[config.mk]
export PLATFORM = sky130hd
export DESIGN_NAME = bg_tile_fetch_ctrl
export DESIGN_NICKNAME = d
export VERILOG_FILES = /design/src/rtl/bg_tile_fetch_ctrl.sv
export SDC_FILE = /design/constraint.sdc
export NUM_CORES = 1
export LEC_CHECK = 0
export BUFFER_PORTS_ARGS = -buffer_cell sky130_fd_sc_hd__buf_2
export CORE_ASPECT_RATIO = 1.75
export CORE_MARGIN = 4
export CORE_UTILIZATION = 40
export DETAILED_ROUTE_END_ITERATION = 8
export HOLD_SLACK_MARGIN = 0.08
export MAX_ROUTING_LAYER = met4
export PLACE_DENSITY_LB_ADDON = 0.05
export SYNTH_ARGS = -nofsm -noshare
export SYNTH_HDL_FRONTEND = slang
export SYNTH_SLANG_ARGS = --single-unit
[constraint.sdc]
create_clock -name i_clk -period 9.35 [get_ports i_clk]
set_input_delay 0.935 -clock i_clk [delete_from_list [all_inputs] [get_ports i_clk]]
set_output_delay 0.935 -clock i_clk [all_outputs]
set_load 0.01 [all_outputs]
[src/rtl/bg_tile_fetch_ctrl.sv]
// Background tile fetch sequencer: turns raster counters into tile-map and tile-pixel BRAM
// reads and delivers one RGB444 pixel per clock, LAT clocks after the counters.
module bg_tile_fetch_ctrl #(
    parameter int unsigned H_VIS     = 640,
    parameter int unsigned V_VIS     = 480,
    parameter int unsigned TILE_LOG2 = 4,
    parameter int unsigned LAT       = 4
) (
    input  logic        i_clk,
    input  logic        i_rst,
    input  logic [9:0]  i_h_cnt,
    input  logic [9:0]  i_v_cnt,
    input  logic [9:0]  i_scroll_x_in,
    input  logic        i_scroll_load,
    input  logic [3:0]  i_scroll_step,
    output logic [10:0] o_map_addr,
    input  logic [5:0]  i_map_data,
    output logic [13:0] o_tile_addr,
    input  logic [11:0] i_tile_data,
    output logic [9:0]  o_scroll_x,
    output logic [11:0] o_pixel,
    output logic        o_pixel_valid
);

    localparam logic [10:0] HVis11 = 11'(H_VIS);
    localparam logic [9:0]  HVis10 = 10'(H_VIS);
    localparam logic [9:0]  VVis10 = 10'(V_VIS);

    typedef enum logic {StWaitFrame, StActive} state_t;

    state_t                r_state;
    logic [9:0]            r_scroll_x;
    logic [9:0]            r_pend;
    logic                  r_pend_valid;
    logic [10:0]           r_map_addr;
    logic [13:0]           r_tile_addr;
    logic [TILE_LOG2-1:0]  r_ex0, r_ey0, r_ex1, r_ey1;
    logic [LAT-1:0]        r_vis;
    logic [11:0]           r_pixel;
    logic                  r_pixel_valid;

    logic        w_boundary;
    logic [10:0] w_step_sum;
    logic [9:0]  w_step_wrap;
    logic [9:0]  w_load_val;
    logic [9:0]  w_scroll_new;
    logic [9:0]  w_scroll_eff;
    logic [10:0] w_ex_sum;
    logic [10:0] w_ex;
    logic [10:0] w_row;
    logic [10:0] w_map_addr;
    logic        w_active;
    logic        w_vis0;

    always_comb begin
        w_boundary   = (i_h_cnt == 10'd0) && (i_v_cnt == 10'd0);
        w_step_sum   = {1'b0, r_scroll_x} + {7'b0, i_scroll_step};
        w_step_wrap  = 10'((w_step_sum >= HVis11) ? (w_step_sum - HVis11) : w_step_sum);
        w_load_val   = (i_scroll_x_in >= HVis10) ? (i_scroll_x_in - HVis10) : i_scroll_x_in;
        w_scroll_new = r_pend_valid ? r_pend : w_step_wrap;
        // The boundary pixel itself already belongs to the new frame, so it sees the new offset.
        w_scroll_eff = w_boundary ? w_scroll_new : r_scroll_x;
        w_ex_sum     = {1'b0, i_h_cnt} + {1'b0, w_scroll_eff};
        w_ex         = (w_ex_sum >= HVis11) ? (w_ex_sum - HVis11) : w_ex_sum;
        w_row        = 11'(i_v_cnt >> TILE_LOG2);
        w_map_addr   = (w_row << 5) + (w_row << 3) + (w_ex >> TILE_LOG2);
        w_active     = (r_state == StActive) || w_boundary;
        w_vis0       = (i_h_cnt < HVis10) && (i_v_cnt < VVis10) && w_active;
    end

    always_ff @(posedge i_clk) begin
        if (i_rst) begin
            r_state       <= StWaitFrame;
            r_scroll_x    <= '0;
            r_pend        <= '0;
            r_pend_valid  <= 1'b0;
            r_map_addr    <= '0;
            r_tile_addr   <= '0;
            r_ex0         <= '0;
            r_ey0         <= '0;
            r_ex1         <= '0;
            r_ey1         <= '0;
            r_vis         <= '0;
            r_pixel       <= '0;
            r_pixel_valid <= 1'b0;
        end else begin
            if (w_boundary) begin
                r_scroll_x <= w_scroll_new;
                r_state    <= StActive;
            end

            // A load on the boundary cycle is queued for the following frame.
            if (i_scroll_load) begin
                r_pend       <= w_load_val;
                r_pend_valid <= 1'b1;
            end else if (w_boundary) begin
                r_pend_valid <= 1'b0;
            end

            r_map_addr    <= w_map_addr;
            r_ex0         <= w_ex[TILE_LOG2-1:0];
            r_ey0         <= i_v_cnt[TILE_LOG2-1:0];
            r_ex1         <= r_ex0;
            r_ey1         <= r_ey0;
            r_tile_addr   <= {i_map_data, r_ey1, r_ex1};
            r_vis         <= {r_vis[LAT-2:0], w_vis0};
            r_pixel       <= r_vis[LAT-1] ? i_tile_data : 12'h000;
            r_pixel_valid <= r_vis[LAT-1];
        end
    end

    assign o_map_addr    = r_map_addr;
    assign o_tile_addr   = r_tile_addr;
    assign o_scroll_x    = r_scroll_x;
    assign o_pixel       = r_pixel;
    assign o_pixel_valid = r_pixel_valid;

endmodule

### Word-level counts from Yosys, hierarchy flattened

Index checks and enable logic that the tools add are counted.

* bits in registers: 80
* bits of input ports: 55
* output and inout bits: 48
* word-level logic and storage cells: 41

* add/subtract/negate cells: 7
* magnitude comparators: 5
* mux-type cells: 7
* bitwise operators: 1
* reduce and logical (&&, ||, !) cells: 8

Operators by type and width (number)
* 10-bit two-way mux: 4
* 11-bit by 10-bit greater-or-equal comparator with 1-bit output, second input constant: 2
* 10-bit logical NOT: 2
* 10-bit subtractor, second input constant: 2
* 10-bit by 10-bit adder with 11-bit output: 1
* 10-bit by 4-bit adder with 11-bit output: 1
* 11-bit by 7-bit adder with 11-bit output: 1
* 11-bit by 9-bit adder with 11-bit output: 1
* 11-bit two-way mux: 1
* 11-bit by 10-bit subtractor with 11-bit output, second input constant: 1
* 10-bit greater-or-equal comparator, second input constant: 1
* 10-bit < comparator, second input constant: 1
* 10-bit by 9-bit < comparator with 1-bit output, second input constant: 1
* 1-bit logical AND: 3
* 1-bit two-way mux: 2
* 2-bit nonzero test: 1
* 2-bit OR reduction: 1
* 1-bit logical OR: 1
* 1-bit inverter: 1

### Depth between registers and ports, before layout

* depth in word-level cells: 9
* gate-level depth with buffers: 31
* mapped depth without buffers: 31

### Least setup slack after synthesis

Ideal clock, no wire load.

* path type: input -> register
* start: input port i_scroll_step[0]
* end: register r_map_addr[10], in the netlist o_map_addr[10]
* library setup time: 0.128 ns
* arrival time: 6.567 ns
* required time: 9.222 ns
* slack: 2.656 ns
* stages: 28
* path buffers: 0
* cell sequence: ha_1 -> fa_1 -> and3_4 -> o211a_1 -> xnor2_2 -> ha_1 -> o221ai_1 -> a311oi_1 -> and4b_1 -> a311oi_2 -> nor3_1 -> ha_1 -> or2_2 -> a21o_1 -> and2_1 -> inv_1 -> ha_1 -> and4b_1 -> o21a_1 -> fa_1 -> ha_1 -> nor2b_1 -> o21ai_0 -> nand2b_1 -> a21o_1 -> a21oi_1 -> xor2_1 -> nor2_1

* word-level cells in the longest chain between the ends: 9
* elaborated cells on any way between the ends: 11
* classes of those cells: add/sub: 5; order compare: 2; mux: 4

Ends and longest elaborated chain
* start, declared: line 15 `input logic [3:0] i_scroll_step,`
* 10-bit by 4-bit adder with 11-bit output *: line 57 `w_step_sum = {1'b0, r_scroll_x} + {7'b0, i_scroll_step};`
* 10-bit subtractor / 11-bit by 10-bit greater-or-equal comparator with 1-bit output (equally long branches): line 58 `w_step_wrap = 10'((w_step_sum >= HVis11) ? (w_step_sum - HVis11) : w_step_sum);`
* 10-bit two-way mux *: line 58
* 10-bit two-way mux *: line 60 `w_scroll_new = r_pend_valid ? r_pend : w_step_wrap;`
* 10-bit two-way mux *
* via w_scroll_eff[7]: line 47 `logic [9:0] w_scroll_eff;`
* 10-bit by 10-bit adder with 11-bit output *: line 63 `w_ex_sum = {1'b0, i_h_cnt} + {1'b0, w_scroll_eff};`
* 11-bit by 10-bit subtractor with 11-bit output / 11-bit by 10-bit greater-or-equal comparator with 1-bit output (equally long branches): line 64 `w_ex = (w_ex_sum >= HVis11) ? (w_ex_sum - HVis11) : w_ex_sum;`
* 11-bit two-way mux *: line 64
* 11-bit by 7-bit adder with 11-bit output *: line 66 `w_map_addr = (w_row << 5) + (w_row << 3) + (w_ex >> TILE_LOG2);`
* end signal, assigned: line 100 `r_map_addr <= w_map_addr;`
* end, declared: line 35 `logic [10:0] r_map_addr;`

The timed path passes the listed nets; every way through them passes the cells marked *.
A chain may end at the register's enable or synchronous reset.

### Worst setup path after layout

Ends and elaborated chain as after synthesis.

==> results.md <==
- **leading cell types by total area after synthesis** dfxtp_1, ha_1, nor2b_1
- **commonest register cell after synthesis** dfxtp_1
- **via density per instance** 5.18
- **register bit count reported by yosys** 80
- **data arrival time of the worst path** 7270 ps
- **endpoints failing setup** 0
- **final routed wirelength across all metal layers** 10200 µm
- **global-route wire length before repair** 16900 µm
- **Remaining Overflow, GRT** 0
- **number of instances in the synthesized netlist** 423
- **Vias** 3385
- **critical path depth in cells** 32
- **Highest Clock Rate** 141 MHz
- **type of destination of the critical path** flip-flop
- **count of cells along the worst register-to-register path** 31
- **DR pass1 iterations** 4
- **time the worst path needs with I/O delays and setup** 7070 ps
- **mean area per synthesized cell** 9.45 µm²
- **final net count** 612
- **slew at the pin closest to its max-slew limit** 689 ps
- **total nets after synthesis** 511
- **maximum fanout encountered on the critical timing path** 7
- **destination of the worst hold path** r_ex1[0]$_SDFF_PP0_
- **critical path launch point type** primary input
- **largest net degree at the start of global routing** 69
- **Synth area leader** dfxtp_1
- **met3 wire len** 504 µm
- **max incr delay on CP** 410 ps
- **category of cells accounting for the largest share of critical-path delay** adder cells
- **PortBufs** 102
- **number of buffers inserted during clock tree synthesis** 9
- **synth warn** 0
- **post-synth design cell area** 0.00400 mm²
- **chip width** 83.6 µm
- **Total Die Area** 0.0117 mm²
- **Fin. Hold Viols** 0
- **number of synthesized flops with an enable pin** 0
- **Clock transition at path regs** 60 ps
- **areal power density over the cells** 164 mW/mm²
- **top layer reached by signal wires** met4
- **ANT nets after route** 0
- **setup repair after global routing missed its margin** no
- **Yosys top cell area share** 40.1%
- **Final Skew** 7.51 ps
- **depth of the worst hold-timing path** 1
- **FF+latch area** 0.00160 mm²
- **cell occurring most often along the worst timing path** ha_1
- **Synth cell types** 68
- **clock root buffer** clkbuf_16
- **clock latency on the worst-skew pair** 340 ps
- **number of buffers inserted by post-CTS setup repair** 0
- **number of global-route vias before repair** 3473
- **worst vdd rail ir drop** 0.0908 mV
- **first-iteration detailed-routing DRC count** 162
- **CTS HTree Levels** 3
- **wire length the detailed router placed on met1** 4030 µm
- **master of the slowest instance on the critical path** fa_1
- **GR Util All Layers** 18.5%
- **FP Rows** 48
- **Leakage** 2.36 nW
- **CORE AREA** 0.00979 mm²
- **initial standard-cell utilization of the core** 40.8%
- **DRC viols** 0
- **share of flip-flops with an asynchronous set or reset after synthesis** 0%
- **worst reg2reg setup slack** 2640 ps
- **outcome** completed
- **count of pins on the block boundary** 103
- **Worst Path Class, Setup** primary input to flip-flop
- **sequential area share after synthesis** 40.1%
- **filler instances** 958
- **routed length per placed instance** 15.7 µm
- **Buf+Inv Stages, Crit Path** 3
- **Hold-fix buffers, CTS** 0
- **detailed placer's ending HPWL** 8060 µm
- **hold crit path type** flip-flop to flip-flop
- **number of clock sinks** 80
- **Slew headroom** 54.1%
- **maximum clock insertion buffer count** 2
- **vertical die dimension** 140 µm
- **share of cells above drive strength 1** 28.0%
- **Total Neg Setup Slack** 0 ps
- **Max-cap violations** 0
- **area taken by multi-input logic gates** 0.00229 mm²
- **number of antenna violations at the first check in global routing** 0
- **Reg2Reg Launch Point** o_scroll_x[0]$_SDFF_PP0_
- **period utilisation layout** 75.6%
- **launch point of the worst hold path** r_ex0[0]$_SDFF_PP0_
- **count of pins over their slew limit** 0
- **Routed met2 length** 5450 µm
- **number of instances resized during post-cts repair** 0
- **clock tree from TritonCTS** built
- **critical register-to-register path endpoint** o_map_addr[10]$_SDFF_PP0_
- **Placer Congestion** 0.824
- **Total Power** 0.805 mW
- **ant diodes** 0
- **critical path required time** 9550 ps
- **Area Overhead vs Synth** 23.2%
- **Final Hold Slack** 432 ps
-- cell usage after synthesis, drive strengths merged, types with 6 or more instances --
library cell  instances
mux2i                11
and2                 15
nor4                  7
dfxtp                80
nand2                18
ha                   28
nand3                 8
a21oi                19
or2                   8
a211o                 6
clkbuf               10
nor2                 35
o21ai                14
nor2b                48
a211oi                8
inv                  15
a21o                 10
nor3                  9
-- cell families (layout without fill, tap and decap cells) --
kind of cell / count (synthesis) / after routing / synth area share (%)
multiplexers: 12 / 12 / 3.04
buffers and inverters: 28 / 134 / 2.69
AND/OR/NAND/NOR: 172 / 172 / 24.6
AO/OA/AOI/OAI: 90 / 90 / 16.4
XOR/XNOR: 8 / 8 / 1.94
flip-flops: 80 / 80 / 40.1
adder cells (fa/ha/maj): 33 / 33 / 11.3
-- routing by layer --
layer / global-route usage [%] / up-vias
met3: 4.12 / 18
met5: - / -
li1: - / 1693
met2: 32.8 / 103
met4: 7.88 / 0
met1: 19.5 / 1571
-- cell type report --
type	count	share of cell area [%]
multi-input cells	315	46.5
clock buffers	10	4.85
clock inverters	6	1.32
inverters	15	1.14
flip-flops and latches	80	32.5
well taps	125	3.18
repair buffers	103	10.5
-- registers in the layout, summed over array words and instances, names as in the netlist --
register       flops
r_ex1              4
o_tile_addr       14
o_scroll_x        10
o_pixel_valid      1
o_pixel           12
r_vis              4
r_ex0              4
r_ey0              4
o_map_addr        11
r_ey1              4
r_pend_valid       1
r_state            1
r_pend            10
-- worst reg2reg max path, delay by kind of cell (launching register included) --
kind                       cells  cell delay [ps]
AOI/OAI and AO/OA             10             2100
xor gates and xnor gates       2              360
adders and majority gates      8             2170
buffers and inverters          2              160
DFF                            1              340
and+or+nand+nor                9             1460
-- how the worst max path moves through the flow --
stage / endpoint / slack, ps / startpoint
floorplan: o_map_addr[10]$_SDFF_PP0_ / 2660 / i_scroll_step[0]
global placement: o_map_addr[10]$_SDFF_PP0_ / 2110 / i_scroll_step[0]
detailed placement: o_map_addr[10]$_SDFF_PP0_ / 1970 / i_scroll_step[0]
CTS: o_map_addr[10]$_SDFF_PP0_ / 2290 / i_scroll_step[0]
global route: o_map_addr[10]$_SDFF_PP0_ / 1840 / i_scroll_step[0]
finish: o_map_addr[10]$_SDFF_PP0_ / 2280 / i_scroll_step[0]
-- per-stage QoR --
step                      instances  cell area, µm²  worst slack, ps  util, %
final                           654            4920             2280     50.3
after global placement          638            4620             2110     47.2
after global routing            654            4920             1840     50.3
after detailed placement        638            4620             1970     47.2
after CTS                       654            4920             2290     50.3
after floorplan                 423            4000             2660        -
-- where the power goes --
group | leakage [nW] | internal, mW | total [mW] | switching (mW)
Clock | 0.149 | 0.215 | 0.357 | 0.142
Combinational | 1.55 | 0.0410 | 0.0884 | 0.0474
Sequential | 0.656 | 0.355 | 0.360 | 0.00537
-- cells in the final DEF, fill, tap and decap left out, drive strengths merged, types with 3 or more instances in the layout --
cell / instances
a311oi: 3
and3: 5
ha: 28
nor2: 35
a211oi: 8
a21oi: 19
clkbuf: 10
a21o: 10
xnor2: 5
nor3: 9
and2: 15
inv: 17
o21ai: 14
o21bai: 4
fa: 5
nand4: 4
o22ai: 3
a211o: 6
nor2b: 48
buf: 103
nand3: 8
or2: 8
nor4: 7
dfxtp: 80
nand2: 18
mux2i: 11
xor2: 3
o21a: 4
nand2b: 4
Note: power is estimated with default switching activity, not from simulation.
